==> src/rtl/decode_stage.sv <==
// Instruction-decode stage: field extraction, RF source select, scoreboard hazards, ID/EX register.
// Optional HLT stop: define DECODE_HALT_EN to make an accepted HLT freeze decode until reset.
module decode_stage #(
    parameter int DATA_W = 16,
    parameter int REG_AW = 4
) (
    input  logic              clk,
    input  logic              rst,
    input  logic              if_valid,
    input  logic [DATA_W-1:0] if_instr,
    input  logic [DATA_W-1:0] if_pc,
    output logic              id_ready,
    output logic [REG_AW-1:0] rf_src1,
    output logic [REG_AW-1:0] rf_src2,
    input  logic [DATA_W-1:0] rf_data1,
    input  logic [DATA_W-1:0] rf_data2,
    input  logic              wb_valid,
    input  logic [REG_AW-1:0] wb_reg,
    input  logic              flush,
    input  logic              ex_ready,
    output logic              ex_valid,
    output logic [3:0]        ex_opcode,
    output logic [REG_AW-1:0] ex_dst,
    output logic              ex_regwrite,
    output logic [DATA_W-1:0] ex_op1,
    output logic [DATA_W-1:0] ex_op2,
    output logic [DATA_W-1:0] ex_imm,
    output logic [DATA_W-1:0] ex_pc,
    output logic              halted
);

    localparam int NREG = 1 << REG_AW;

    typedef struct packed {
        logic              valid;
        logic [3:0]        opcode;
        logic [REG_AW-1:0] dst;
        logic              regwrite;
        logic [DATA_W-1:0] op1;
        logic [DATA_W-1:0] op2;
        logic [DATA_W-1:0] imm;
        logic [DATA_W-1:0] pc;
    } id_ex_t;

    id_ex_t ex_q, ex_d;
    logic [NREG-1:0] pending_q, pending_d;
    logic halted_q;

    logic [3:0]        op;
    logic [REG_AW-1:0] rd, rs, rt;
    logic              use1, use2, wr;
    logic [REG_AW-1:0] src1, src2;
    logic [DATA_W-1:0] imm;
    logic              use1_e, use2_e, wr_e;
    logic [NREG-1:0]   wb_clr, live;
    logic              hazard, accept;

    assign op = if_instr[15:12];
    assign rd = if_instr[11:8];
    assign rs = if_instr[7:4];
    assign rt = if_instr[3:0];

    always_comb begin
        use1 = 1'b0;
        use2 = 1'b0;
        src1 = '0;
        src2 = '0;
        wr   = 1'b0;
        imm  = '0;
        unique case (1'b1)
            (op[3] == 1'b0): begin
                use1 = 1'b1;
                src1 = rs;
                use2 = 1'b1;
                src2 = rt;
                wr   = 1'b1;
            end
            (op == 4'h8): begin
                use1 = 1'b1;
                src1 = rs;
                wr   = 1'b1;
                imm  = {{(DATA_W-5){if_instr[3]}}, if_instr[3:0], 1'b0};
            end
            (op == 4'h9): begin
                use1 = 1'b1;
                src1 = rs;
                use2 = 1'b1;
                src2 = rd;
                imm  = {{(DATA_W-5){if_instr[3]}}, if_instr[3:0], 1'b0};
            end
            (op == 4'hA || op == 4'hB): begin
                use1 = 1'b1;
                src1 = rd;
                wr   = 1'b1;
                imm  = {{(DATA_W-8){1'b0}}, if_instr[7:0]};
            end
            (op == 4'hC): begin
                imm = {{(DATA_W-10){if_instr[8]}}, if_instr[8:0], 1'b0};
            end
            (op == 4'hD): begin
                use1 = 1'b1;
                src1 = rs;
            end
            (op == 4'hE): begin
                wr = 1'b1;
            end
            default: begin
            end
        endcase
    end

    // R0 is hardwired zero: never a hazard, never a write target
    assign use1_e  = use1 & (src1 != '0);
    assign use2_e  = use2 & (src2 != '0);
    assign wr_e    = wr & (rd != '0);
    assign rf_src1 = src1;
    assign rf_src2 = src2;

    always_comb begin
        wb_clr = '0;
        if (wb_valid) wb_clr[wb_reg] = 1'b1;
    end

    // a same-cycle writeback is forwarded by the RF, so it no longer blocks
    assign live   = pending_q & ~wb_clr;
    assign hazard = (use1_e & live[src1]) |
                    (use2_e & live[src2]) |
                    (wr_e & live[rd]);

    assign id_ready = ~halted_q & ~flush & ~hazard &
                      (~ex_q.valid | ex_ready);
    assign accept   = if_valid & id_ready;

    always_comb begin
        pending_d = pending_q & ~wb_clr;
        if (flush && ex_q.valid && ex_q.regwrite)
            pending_d[ex_q.dst] = 1'b0;
        if (accept && wr_e)
            pending_d[rd] = 1'b1;
        pending_d[0] = 1'b0;
    end

    always_comb begin
        ex_d = ex_q;
        if (flush) begin
            ex_d.valid = 1'b0;
        end else if (accept) begin
            ex_d.valid    = 1'b1;
            ex_d.opcode   = op;
            ex_d.dst      = rd;
            ex_d.regwrite = wr_e;
            ex_d.op1      = use1_e ? rf_data1 : '0;
            ex_d.op2      = use2_e ? rf_data2 : '0;
            ex_d.imm      = imm;
            ex_d.pc       = if_pc;
        end else if (ex_ready) begin
            ex_d.valid = 1'b0;
        end
    end

    always_ff @(posedge clk or negedge rst) begin
        if (!rst) begin
            ex_q      <= '0;
            pending_q <= '0;
        end else begin
            ex_q      <= ex_d;
            pending_q <= pending_d;
        end
    end

`ifdef DECODE_HALT_EN
    logic halted_d;

    assign halted_d = halted_q | (accept & (op == 4'hF));

    always_ff @(posedge clk or negedge rst) begin
        if (!rst) halted_q <= 1'b0;
        else      halted_q <= halted_d;
    end
`else
    assign halted_q = 1'b0;
`endif

    assign halted      = halted_q;
    assign ex_valid    = ex_q.valid;
    assign ex_opcode   = ex_q.opcode;
    assign ex_dst      = ex_q.dst;
    assign ex_regwrite = ex_q.regwrite;
    assign ex_op1      = ex_q.op1;
    assign ex_op2      = ex_q.op2;
    assign ex_imm      = ex_q.imm;
    assign ex_pc       = ex_q.pc;

endmodule

==> config.mk <==
export PLATFORM = sky130hd
export DESIGN_NAME = decode_stage
export DESIGN_NICKNAME = d
export VERILOG_FILES = /design/src/rtl/decode_stage.sv
export SDC_FILE = /design/constraint.sdc
export NUM_CORES = 1
export LEC_CHECK = 0
export CORE_UTILIZATION = 29
export DETAILED_ROUTE_END_ITERATION = 8
export GPL_TIMING_DRIVEN = 0
export PLACE_DENSITY_LB_ADDON = 0.25
export SKIP_CTS_REPAIR_TIMING = 1
export SLEW_MARGIN = 20
export SYNTH_ARGS = -nofsm -noshare
export SYNTH_HDL_FRONTEND = slang
export SYNTH_SLANG_ARGS = --single-unit
==> constraint.sdc <==
create_clock -name clk -period 5.6 [get_ports clk]
set_input_delay 1.12 -clock clk [delete_from_list [all_inputs] [get_ports clk]]
set_output_delay 1.12 -clock clk [all_outputs]
set_load 0.005 [all_outputs]
==> impl_metrics.json <==
{
  "worst-path-max-fanout": 9,
  "startpoint": "wb_reg[3]",
  "ir_drop_v": 0.0002369,
  "grt_pass1_wl_um": 23950,
  "rr_worst_depth": 9,
  "final_hold_viol_count": 0,
  "drtPass1Iterations": 4,
  "syn_nets": 544,
  "endpoint_kind": "output port",
  "place.port_buffers": 151,
  "drc": 0,
  "synth.distinct_cells": 63,
  "hpwl_um": 11490,
  "synth_edf_count": 0,
  "fin_crit_sh_pct": 97.86,
  "hold_depth": 1,
  "coreArea_um2": 16000,
  "drt-initial-drc-count": 224,
  "yosysTopAreaCell": "dfrtp_1",
  "root_buffer": "clkbuf_16",
  "start_util_pct": 29.96,
  "die_h_um": 130.6,
  "crit_chain": "clkdlybuf4s50_1, nand3b_1, o21ai_1, o2111ai_1, and4_1, o211ai_1, or4b_1, a21oi_1, clkdlybuf4s50_1",
  "criticalPathCategory": "primary input to output port",
  "async_flop_share_pct": 100.0,
  "ant_nets": 0,
  "finalSetupViolations": 0,
  "hold_class": "flop to flop",
  "cpLargestDelayFamily": "simple AND/OR/NAND/NOR gates",
  "crit_top_cell": "clkdlybuf4s50_1",
  "slowest_stage": "or4b_1",
  "dpl.cell_count": 838,
  "wl_um": 15150,
  "numClockSinks": 83,
  "layout_common_cells": "clkdlybuf4s50_1 (150), dfrtp_1 (83), nand2_1 (49)",
  "grt_pass1_vias": 4326,
  "drive_gt1_share_pct": 8.934,
  "cts_buffers": 9,
  "maxSlewViolCount": 0,
  "final_cells": 854,
  "path_clk_slew_ps": 60,
  "h-tree-depth": 3,
  "p_leak_nw": 3.104,
  "ys_seq_area_share_pct": 43.33,
  "worst_pin_slew_ps": 870.1,
  "synth_top_cells_by_area": "dfrtp_1 (43%), mux2i_1 (8.8%), mux2_1 (8.7%)",
  "vias_per_cell": 4.941,
  "layout_commonest_cell": "clkdlybuf4s50_1",
  "ys_warn_count": 0,
  "ios": 158,
  "worstHoldStart": "ex_pc[0]",
  "reg2reg_from": "pending_q[8]",
  "clockBufferDepth": 2,
  "finalClockSkew_ps": 12.48,
  "start_kind": "primary input",
  "antenna_found_initial": 1,
  "grt_max_degree": 45,
  "areaGrowthSynthToFinish_pct": 44.84,
  "crit_buf_inv": 2,
  "grt_remaining_overflow": 0,
  "reg2reg_to": "ex_imm[6]",
  "power_density_nw_per_um2": 343.9,
  "slowest_delay_ps": 560,
  "die_w_um": 130.6,
  "ys_ff_latch": 83,
  "antennaDiodeCount": 0,
  "setup_ws_ps": 120.0,
  "avgRoutedWirePerCell_um": 17.74,
  "fin_crit_ps": 5480,
  "rsz0062_at_grt": "no",
  "postSynthAreaPerCell_um2": 10.20,
  "cts_tree": "yes",
  "fin_nets": 707,
  "critPathRequiredTime_ps": 4480,
  "grt_usage_pct": 18.79,
  "min_to": "ex_pc[0]",
  "status": "completed",
  "slew_headroom_pct": 41.18,
  "finalPower_mw": 2.388,
  "drv_cap": 0,
  "fmax_ghz": 0.1825,
  "synth_top_area_share_pct": 43.33,
  "yosys_most_used_dff": "dfrtp_1",
  "r2r_slack_ps": 2760,
  "vias": 4220,
  "rows": 46,
  "clock_latency_ps": 350,
  "critPathArrivalTime_ps": 4360,
  "synth_area_um2": 4793,
  "gp_congestion": 0.9196,
  "postSynthCellCount": 470,
  "pre_cts_ws_ps": -18.55,
  "dieArea_um2": 17050
}
[state kept, by name, indices dropped and copies added, names as in the netlist]
register     cells
ex_dst           4
ex_op1          16
ex_valid         1
ex_op2          16
ex_imm          10
pending_q       15
ex_pc           16
ex_regwrite      1
ex_opcode        4
[worst max-delay path by stage]
stage	cells past startpoint	endpoint
after floorplan	9	id_ready
after global placement	9	id_ready
after detailed placement	9	id_ready
after CTS	9	id_ready
after global routing	10	id_ready
final	9	id_ready
[metrics by stage]
step	hold slack [ps]	utilization (%)	setup TNS [ps]	cell area (um^2)
finish	484.2	43.39	0	6943
global route	500.2	43.39	0	6943
detailed placement	474.1	41.25	-18.55	6600
CTS	488.9	43.34	-42.42	6934
floorplan	482.8	-	0	4793
global placement	465.3	41.09	-157.2	6575
[metal layers]
layer	GRT usage, %	wire (um)	share of wire, %	vias to the layer above
met3	6.678	1298	8.6	15
met1	24.23	6619	44	2046
li1	-	-	-	1998
met2	29.97	7074	47	159
met5	0	13	0.086	-
met4	4.598	144	0.95	2
[report_power, final]
group | internal (mW) | switching [mW] | total (mW) | leakage, nW
clock | 0.408 | 0.258 | 0.665 | 0.164
combinational | 0.499 | 0.326 | 0.825 | 1.91
sequential | 0.777 | 0.120 | 0.897 | 1.03
[kinds of logic (layout without fill, tap and decap cells)]
| family | Yosys count | after routing | share of synthesized area, % |
|---|---|---|---|
| AO/OA/AOI/OAI | 109 | 109 | 17.36 |
| AND/OR/NAND/NOR | 109 | 109 | 11.33 |
| multiplexers | 84 | 84 | 18.64 |
| flip-flops | 83 | 83 | 43.33 |
| buffers and inverters | 81 | 249 | 8.692 |
| XOR/XNOR | 2 | 2 | 0.3655 |
| adder cells (fa/ha/maj) | 1 | 1 | 0.2088 |
| other | 1 | 1 | 0.07823 |
[synth_stat cells (all sizes together), types with 2 or more instances]
library cell and number:
o21bai 4, nand4 2, nand2b 6, a21oi 19, o31ai 3, nand3 5, and2 2, mux2i 42
or2 2, a31oi 9, o211ai 11, nand2 49, a22o 4, dfrtp 83, nand3b 3, mux2 42
buf 24, nor3 5, a22oi 4, o311ai 2, a32o 3, nor3b 2, a41o 15, nor2b 9
clkbuf 10, a211oi 6, o2111ai 2, o21ai 17, inv 47, and3 3, nor2 15
[cell type report]
cell class / count / area, um^2
Buffer: 34 / 240.2
Clock buffer: 10 / 239.0
Clock inverter: 6 / 95.09
Fill cell: 1562 / 9057
Inverter: 47 / 176.4
Multi-Input combinational cell: 306 / 2308
Sequential cell: 83 / 2077
Tap cell: 216 / 270.3
Timing Repair Buffer: 152 / 1536
[worst register-to-register path, stage by stage, from the launching register on]
cell and delay [ps]:
dfrtp_1 380, o21ai_1 240, o211ai_1 140, and4_1 210
o211ai_1 200, or4b_1 560, a211oi_2 240, buf_6 230
buf_8 170, mux2_1 330
(Power assumes the default switching activity.)
